## src/rtl/sisc_mem_pkg.sv

```systemverilog
// Shared types and defaults for the two-port memory arbiter.
package sisc_mem_pkg;

  localparam int unsigned AW_DEF     = 16;
  localparam int unsigned DW_DEF     = 16;
  localparam int unsigned LAT_DEF    = 2;
  localparam int unsigned STREAK_MAX = 2;
  localparam int unsigned CNT_W      = 3;
  localparam int unsigned STREAK_W   = 2;

  typedef enum logic [1:0] {
    ST_IDLE   = 2'd0,
    ST_ACCESS = 2'd1,
    ST_WAIT   = 2'd2,
    ST_RESP   = 2'd3
  } arb_state_e;

endpackage

```

## src/rtl/mem_lat_counter.sv

```systemverilog
// Down-counter timing the memory read latency; zero_c marks the final wait cycle.
module mem_lat_counter
  import sisc_mem_pkg::*;
(
  input  logic             clk,
  input  logic             rst,
  input  logic             load,
  input  logic [CNT_W-1:0] load_val,
  input  logic             dec,
  output logic             zero_c
);

  logic [CNT_W-1:0] cnt_q;
  logic [CNT_W-1:0] cnt_d;

  // Load takes precedence; decrement stops at zero.
  always_comb begin
    cnt_d = cnt_q;
    if (load) begin
      cnt_d = load_val;
    end else if (dec && (cnt_q != '0)) begin
      cnt_d = cnt_q - CNT_W'(1);
    end
  end

  // Counter register.
  always_ff @(posedge clk or posedge rst) begin
    if (rst) begin
      cnt_q <= '0;
    end else begin
      cnt_q <= cnt_d;
    end
  end

  assign zero_c = (cnt_q == '0);

endmodule

```

## src/rtl/mem_arbiter.sv

```systemverilog
// Arbitrates an instruction-fetch port and a data port onto one single-port memory.
module mem_arbiter
  import sisc_mem_pkg::*;
#(
  parameter int unsigned AW  = AW_DEF,
  parameter int unsigned DW  = DW_DEF,
  parameter int unsigned LAT = LAT_DEF   // legal range 1..7
) (
  input  logic          clk,
  input  logic          rst,
  input  logic          i_req,
  input  logic [AW-1:0] i_addr,
  output logic          i_ack,
  output logic [DW-1:0] i_rdata,
  input  logic          d_req,
  input  logic          d_we,
  input  logic [AW-1:0] d_addr,
  input  logic [DW-1:0] d_wdata,
  output logic          d_ack,
  output logic [DW-1:0] d_rdata,
  output logic          mem_en,
  output logic          mem_we,
  output logic [AW-1:0] mem_addr,
  output logic [DW-1:0] mem_wdata,
  input  logic [DW-1:0] mem_rdata,
  output logic          busy
);

  arb_state_e          state_q, state_d;
  logic                grant_d_q, grant_d_d;   // 1: data port owns the transaction
  logic                we_q, we_d;
  logic [AW-1:0]       addr_q, addr_d;
  logic [DW-1:0]       wdata_q, wdata_d;
  logic [STREAK_W-1:0] streak_q, streak_d;
  logic [DW-1:0]       i_rdata_q, i_rdata_d;
  logic [DW-1:0]       d_rdata_q, d_rdata_d;
  logic                mem_en_q, mem_en_d;
  logic                mem_we_q, mem_we_d;
  logic                i_ack_q, i_ack_d;
  logic                d_ack_q, d_ack_d;
  logic                busy_q, busy_d;
  logic                cnt_load, cnt_dec, cnt_zero_c;
  logic                pick_d;

  mem_lat_counter u_lat_counter (
    .clk      (clk),
    .rst      (rst),
    .load     (cnt_load),
    .load_val (CNT_W'(LAT - 1)),
    .dec      (cnt_dec),
    .zero_c   (cnt_zero_c)
  );

  // Next-state, arbitration and registered-output logic.
  always_comb begin
    state_d   = state_q;
    grant_d_d = grant_d_q;
    we_d      = we_q;
    addr_d    = addr_q;
    wdata_d   = wdata_q;
    streak_d  = streak_q;
    i_rdata_d = i_rdata_q;
    d_rdata_d = d_rdata_q;
    mem_en_d  = 1'b0;
    mem_we_d  = 1'b0;
    i_ack_d   = 1'b0;
    d_ack_d   = 1'b0;
    cnt_load  = 1'b0;
    cnt_dec   = 1'b0;
    pick_d    = 1'b0;

    case (state_q)
      ST_IDLE: begin
        if (i_req || d_req) begin
          // Data wins ties until it has won STREAK_MAX times in a row over a waiting fetch.
          pick_d    = d_req && !(i_req && (streak_q == STREAK_W'(STREAK_MAX)));
          grant_d_d = pick_d;
          if (pick_d) begin
            addr_d  = d_addr;
            wdata_d = d_wdata;
            we_d    = d_we;
            if (!i_req) begin
              streak_d = '0;
            end else if (streak_q != STREAK_W'(STREAK_MAX)) begin
              streak_d = streak_q + STREAK_W'(1);
            end
          end else begin
            addr_d   = i_addr;
            wdata_d  = '0;
            we_d     = 1'b0;
            streak_d = '0;
          end
          mem_en_d = 1'b1;
          mem_we_d = pick_d && d_we;
          state_d  = ST_ACCESS;
        end
      end
      ST_ACCESS: begin
        cnt_load = 1'b1;
        state_d  = ST_WAIT;
      end
      ST_WAIT: begin
        cnt_dec = 1'b1;
        if (cnt_zero_c) begin
          state_d = ST_RESP;
          i_ack_d = !grant_d_q;
          d_ack_d = grant_d_q;
          if (!we_q) begin
            if (grant_d_q) begin
              d_rdata_d = mem_rdata;
            end else begin
              i_rdata_d = mem_rdata;
            end
          end
        end
      end
      ST_RESP: begin
        state_d = ST_IDLE;
      end
      default: begin
        state_d = ST_IDLE;
      end
    endcase

    busy_d = (state_d != ST_IDLE);
  end

  // State and output registers.
  always_ff @(posedge clk or posedge rst) begin
    if (rst) begin
      state_q   <= ST_IDLE;
      grant_d_q <= 1'b0;
      we_q      <= 1'b0;
      addr_q    <= '0;
      wdata_q   <= '0;
      streak_q  <= '0;
      i_rdata_q <= '0;
      d_rdata_q <= '0;
      mem_en_q  <= 1'b0;
      mem_we_q  <= 1'b0;
      i_ack_q   <= 1'b0;
      d_ack_q   <= 1'b0;
      busy_q    <= 1'b0;
    end else begin
      state_q   <= state_d;
      grant_d_q <= grant_d_d;
      we_q      <= we_d;
      addr_q    <= addr_d;
      wdata_q   <= wdata_d;
      streak_q  <= streak_d;
      i_rdata_q <= i_rdata_d;
      d_rdata_q <= d_rdata_d;
      mem_en_q  <= mem_en_d;
      mem_we_q  <= mem_we_d;
      i_ack_q   <= i_ack_d;
      d_ack_q   <= d_ack_d;
      busy_q    <= busy_d;
    end
  end

  assign i_ack     = i_ack_q;
  assign i_rdata   = i_rdata_q;
  assign d_ack     = d_ack_q;
  assign d_rdata   = d_rdata_q;
  assign mem_en    = mem_en_q;
  assign mem_we    = mem_we_q;
  assign mem_addr  = addr_q;
  assign mem_wdata = wdata_q;
  assign busy      = busy_q;

endmodule

```

## config.mk

```make
export PLATFORM = sky130hd
export DESIGN_NAME = mem_arbiter
export DESIGN_NICKNAME = d
export VERILOG_FILES = /design/src/rtl/sisc_mem_pkg.sv /design/src/rtl/mem_lat_counter.sv /design/src/rtl/mem_arbiter.sv
export SDC_FILE = /design/constraint.sdc
export NUM_CORES = 1
export LEC_CHECK = 0
export CORE_ASPECT_RATIO = 1.1
export CORE_MARGIN = 4
export CORE_UTILIZATION = 39
export CTS_BUF_LIST = sky130_fd_sc_hd__clkbuf_4 sky130_fd_sc_hd__clkbuf_8
export CTS_CLUSTER_SIZE = 40
export DETAILED_ROUTE_END_ITERATION = 6
export PLACE_DENSITY_LB_ADDON = 0.15
export REMOVE_ABC_BUFFERS = 1
export SKIP_LAST_GASP = 1
export SYNTH_ARGS = -nofsm -noshare
export SYNTH_HDL_FRONTEND = slang
export SYNTH_HIERARCHICAL = 1
export SYNTH_SLANG_ARGS = --single-unit
```

## constraint.sdc

```tcl
create_clock -name clk -period 2.4 [get_ports clk]
set_input_delay 0.48 -clock clk [delete_from_list [all_inputs] [get_ports clk]]
set_output_delay 0.48 -clock clk [all_outputs]
set_load 0.02 [all_outputs]
```

==> results.py <==
metrics = {
    "timing": {
        "period_needed_ns": 1.915,
        "setup-tns-final_ns": 0,
        "slew_viol_final": 0,
        "rsz0062_at_grt": "no",
        "setup_violations": 0,
        "worstMarginPinSlew_ns": 0.6104,
        "skew_ns": 0.007579,
        "fin_crit_sh_pct": 79.80,
        "hold_viol": 0,
        "slew_headroom_pct": 59.30,
        "fmax_ghz": 0.5222,
    },
    "drt": {
        "wl_per_cell_um": 14.59,
        "ant_nets": 0,
        "routed_wl_um": 7352,
        "vias": 2406,
        "firstDrtPassIters": 4,
        "viasPerCell": 4.774,
        "drc": 0,
        "drt_iter0_markers": 48,
    },
    "clock_tree": {
        "cts_max_level": 3,
        "cts_tree": "yes",
        "cts_resized": 0,
        "cts_buffers": 9,
        "cts_buffer_depth": 2,
        "cts_root_buf": "clkbuf_8",
        "insertion_delay_ns": 0.34,
        "path_clk_slew_ns": 0.07,
        "cts_setup_buffers": 0,
        "cts.sinks": 78,
        "hold_buffers": 0,
    },
    "synth": {
        "synth-simple-area-share_pct": 8.003,
        "synthXorXnorAreaFrac_pct": 0,
        "synthFlopType": "dfrtp_1",
        "synth_top_family_by_area": "compound AO/OA/AOI/OAI gates",
        "synthAdderAreaFrac_pct": 2.377,
        "netlist_area_um2": 3158,
        "ys_top_cells_by_count": "dfrtp_1 (78), a21oi_1 (32), mux2_2 (32)",
        "syn_avg_cell_area_um2": 12.58,
        "synth_top_area_cell": "dfrtp_1",
        "async_reset_ff_share_pct": 100.0,
        "synth_top_area_share_pct": 61.81,
        "synth_area_leaders": "dfrtp_1 (62%), mux2_2 (11%), a21oi_1 (5.1%)",
        "ys_seq_area_share_pct": 61.81,
        "synth_seq_cells": 78,
        "synth_cell_types": 35,
        "yosysWarnings": 6,
        "synth_compound_area_share_pct": 12.40,
        "synthMuxAreaShare_pct": 11.41,
        "syn-instance-count": 251,
        "yosysMostFrequentCell": "dfrtp_1",
        "synth_edf_count": 0,
    },
    "global_route": {
        "gr-usage-met1_pct": 20.33,
        "use_met3_pct": 6.333,
        "overflow": 0,
        "grt_pass1_wl_um": 11980,
        "grt_max_degree": 76,
        "antenna_found_initial": 0,
        "grt_use_total_pct": 15.94,
        "grt_pass1_vias": 2533,
        "grtUsageMet2_pct": 24.09,
        "grt_busiest_layer": "met2",
    },
    "die": {
        "start_util_pct": 39.91,
        "ios": 138,
        "die_h_um": 102.4,
        "dieArea_um2": 9603,
        "num_rows": 34,
        "core_area_um2": 7913,
        "die_w_um": 93.80,
    },
    "pwr": {
        "peakVddDrop_mv": 0.5336,
        "cellPowerDensity_nw_per_um2": 1344,
        "netSwitchingFraction_pct": 35.50,
        "p_seq_share_pct": 34.4,
        "p_switching_uw": 2320,
        "finalPower_uw": 6535,
        "pwr-share-comb_pct": 49.2,
        "leakagePower_uw": 0.002104,
        "p_clk_share_pct": 16.3,
        "p_int_uw": 4216,
    },
    "critical_path": {
        "path_class": "flip-flop to flip-flop",
        "cp_max_fo": 16,
        "worst_ep_arrival_time_ns": 2.13,
        "endpoint_kind": "flip-flop",
        "worstPathRequired_ns": 2.62,
        "startpoint_type": "flip-flop",
    },
    "layout": {
        "fin_cells": 504,
        "drive_gt1_share_pct": 14.90,
        "area_growth_pct": 54.00,
        "finish.utilization_pct": 61.46,
        "n_antenna_cell": 0,
        "final_nets": 467,
    },
    "placed_design": {
        "placement.io_buffers": 137,
        "dp_hpwl_um": 5281,
        "gp_congestion": 0.8013,
        "dp_cells": 489,
    },
    "outcome": {
        "status": "finished, final reports clean",
    },
    "min_path": {
        "min_path_type": "input port to async pin",
    },
    "run": {
        "max_cap_violations": 0,
    },
}
-- final timing paths --
kind	startpoint	to	slack, ns	cells past startpoint
min in group clk	streak_q[0]	streak_q[0]	0.50	1
max in group asynchronous	rst	mem_addr[14]	1.52	3
min	rst	u_lat_counter/cnt_q[2]	0.36	2
min reg2reg	streak_q[0]	streak_q[0]	0.50	1
max	u_lat_counter/cnt_q[0]	d_rdata[3]	0.48	6
max reg2reg	u_lat_counter/cnt_q[0]	d_rdata[3]	0.48	6
-- flip-flops by register name (all words and copies together) (netlist names), 2 cells and up --
signal / flops
i_rdata: 16
u_lat_counter/cnt_q: 3
mem_addr: 16
streak_q: 2
d_rdata: 16
mem_wdata: 16
state_q: 2
-- routing by layer --
layer  vias to the layer above  part of all wire (%)
li1                       1146                     -
met1                      1141                    44
met2                       110                    43
met3                         9                    11
met4                         0                   1.6
met5                         -                     0
-- per-stage QoR --
stage / area [um2] / setup WS (ns) / hold WS, ns
finish: 4863 / 0.4849 / 0.3565
detailed placement: 4642 / 0.2689 / 0.4859
global placement: 4642 / 0.3406 / 0.4691
global route: 4863 / 0.3586 / 0.3698
CTS: 4863 / 0.4606 / 0.3437
floorplan: 3077 / -0.5290 / 0.2336
-- critical path, cell delays in order, from the launching register on --
cell,delay [ns]
dfrtp_1,0.38
inv_1,0.05
ha_1,0.19
ha_1,0.26
and3_4,0.20
nand2b_2,0.32
mux2_2,0.39
-- cells by family after synthesis --
logic type,after synthesis
flip-flops,78
other,2
AO/OA/AOI/OAI,59
multiplexers,32
buffers and inverters,21
AND/OR/NAND/NOR,53
adder cells (fa/ha/maj),6
-- final cells by class --
type / count / area, um2
timing repair buffer: 141 / 1426
clock buffer: 11 / 151.4
multi-input combinational: 153 / 1095
tap: 108 / 135.1
fill: 665 / 3049
inverter: 9 / 33.78
sequential: 78 / 1952
clock inverter: 4 / 70.07
-- cell usage in the layout, fill, tap and decap left out --
master / instances
clkdlybuf4s50_1: 137
dfrtp_1: 78
a21oi_1: 32
mux2_2: 32
nand2_1: 22
nor2_1: 18
a22o_1: 16
clkbuf_8: 11
inv_1: 7
ha_1: 6
or4b_1: 3
conb_1: 3
nand2b_1: 2
o21ai_0: 2
clkinv_2: 2
bufinv_16: 2
buf_4: 2
buf_12: 2
o21ai_2: 1
clkinv_1: 1
a21bo_1: 1
a21boi_4: 1
and3_1: 1
a21o_1: 1
and2_1: 1
a21o_2: 1
and3_4: 1
nand2b_2: 1
nor3_2: 1
a31oi_1: 1
or2_2: 1
inv_2: 1
nand3_1: 1
nor2b_1: 1
o311ai_1: 1
o211ai_1: 1
o311ai_0: 1
-- power groups by stage --
stage	clock (uW)	combinational (uW)	sequential (uW)
finish	1070	3220	2250
global placement	0	3200	2270
floorplan	0	1050	2920
CTS	1100	3270	2260
detailed placement	0	3270	2270
global route	1160	3480	2350
(Power assumes the default switching activity.)
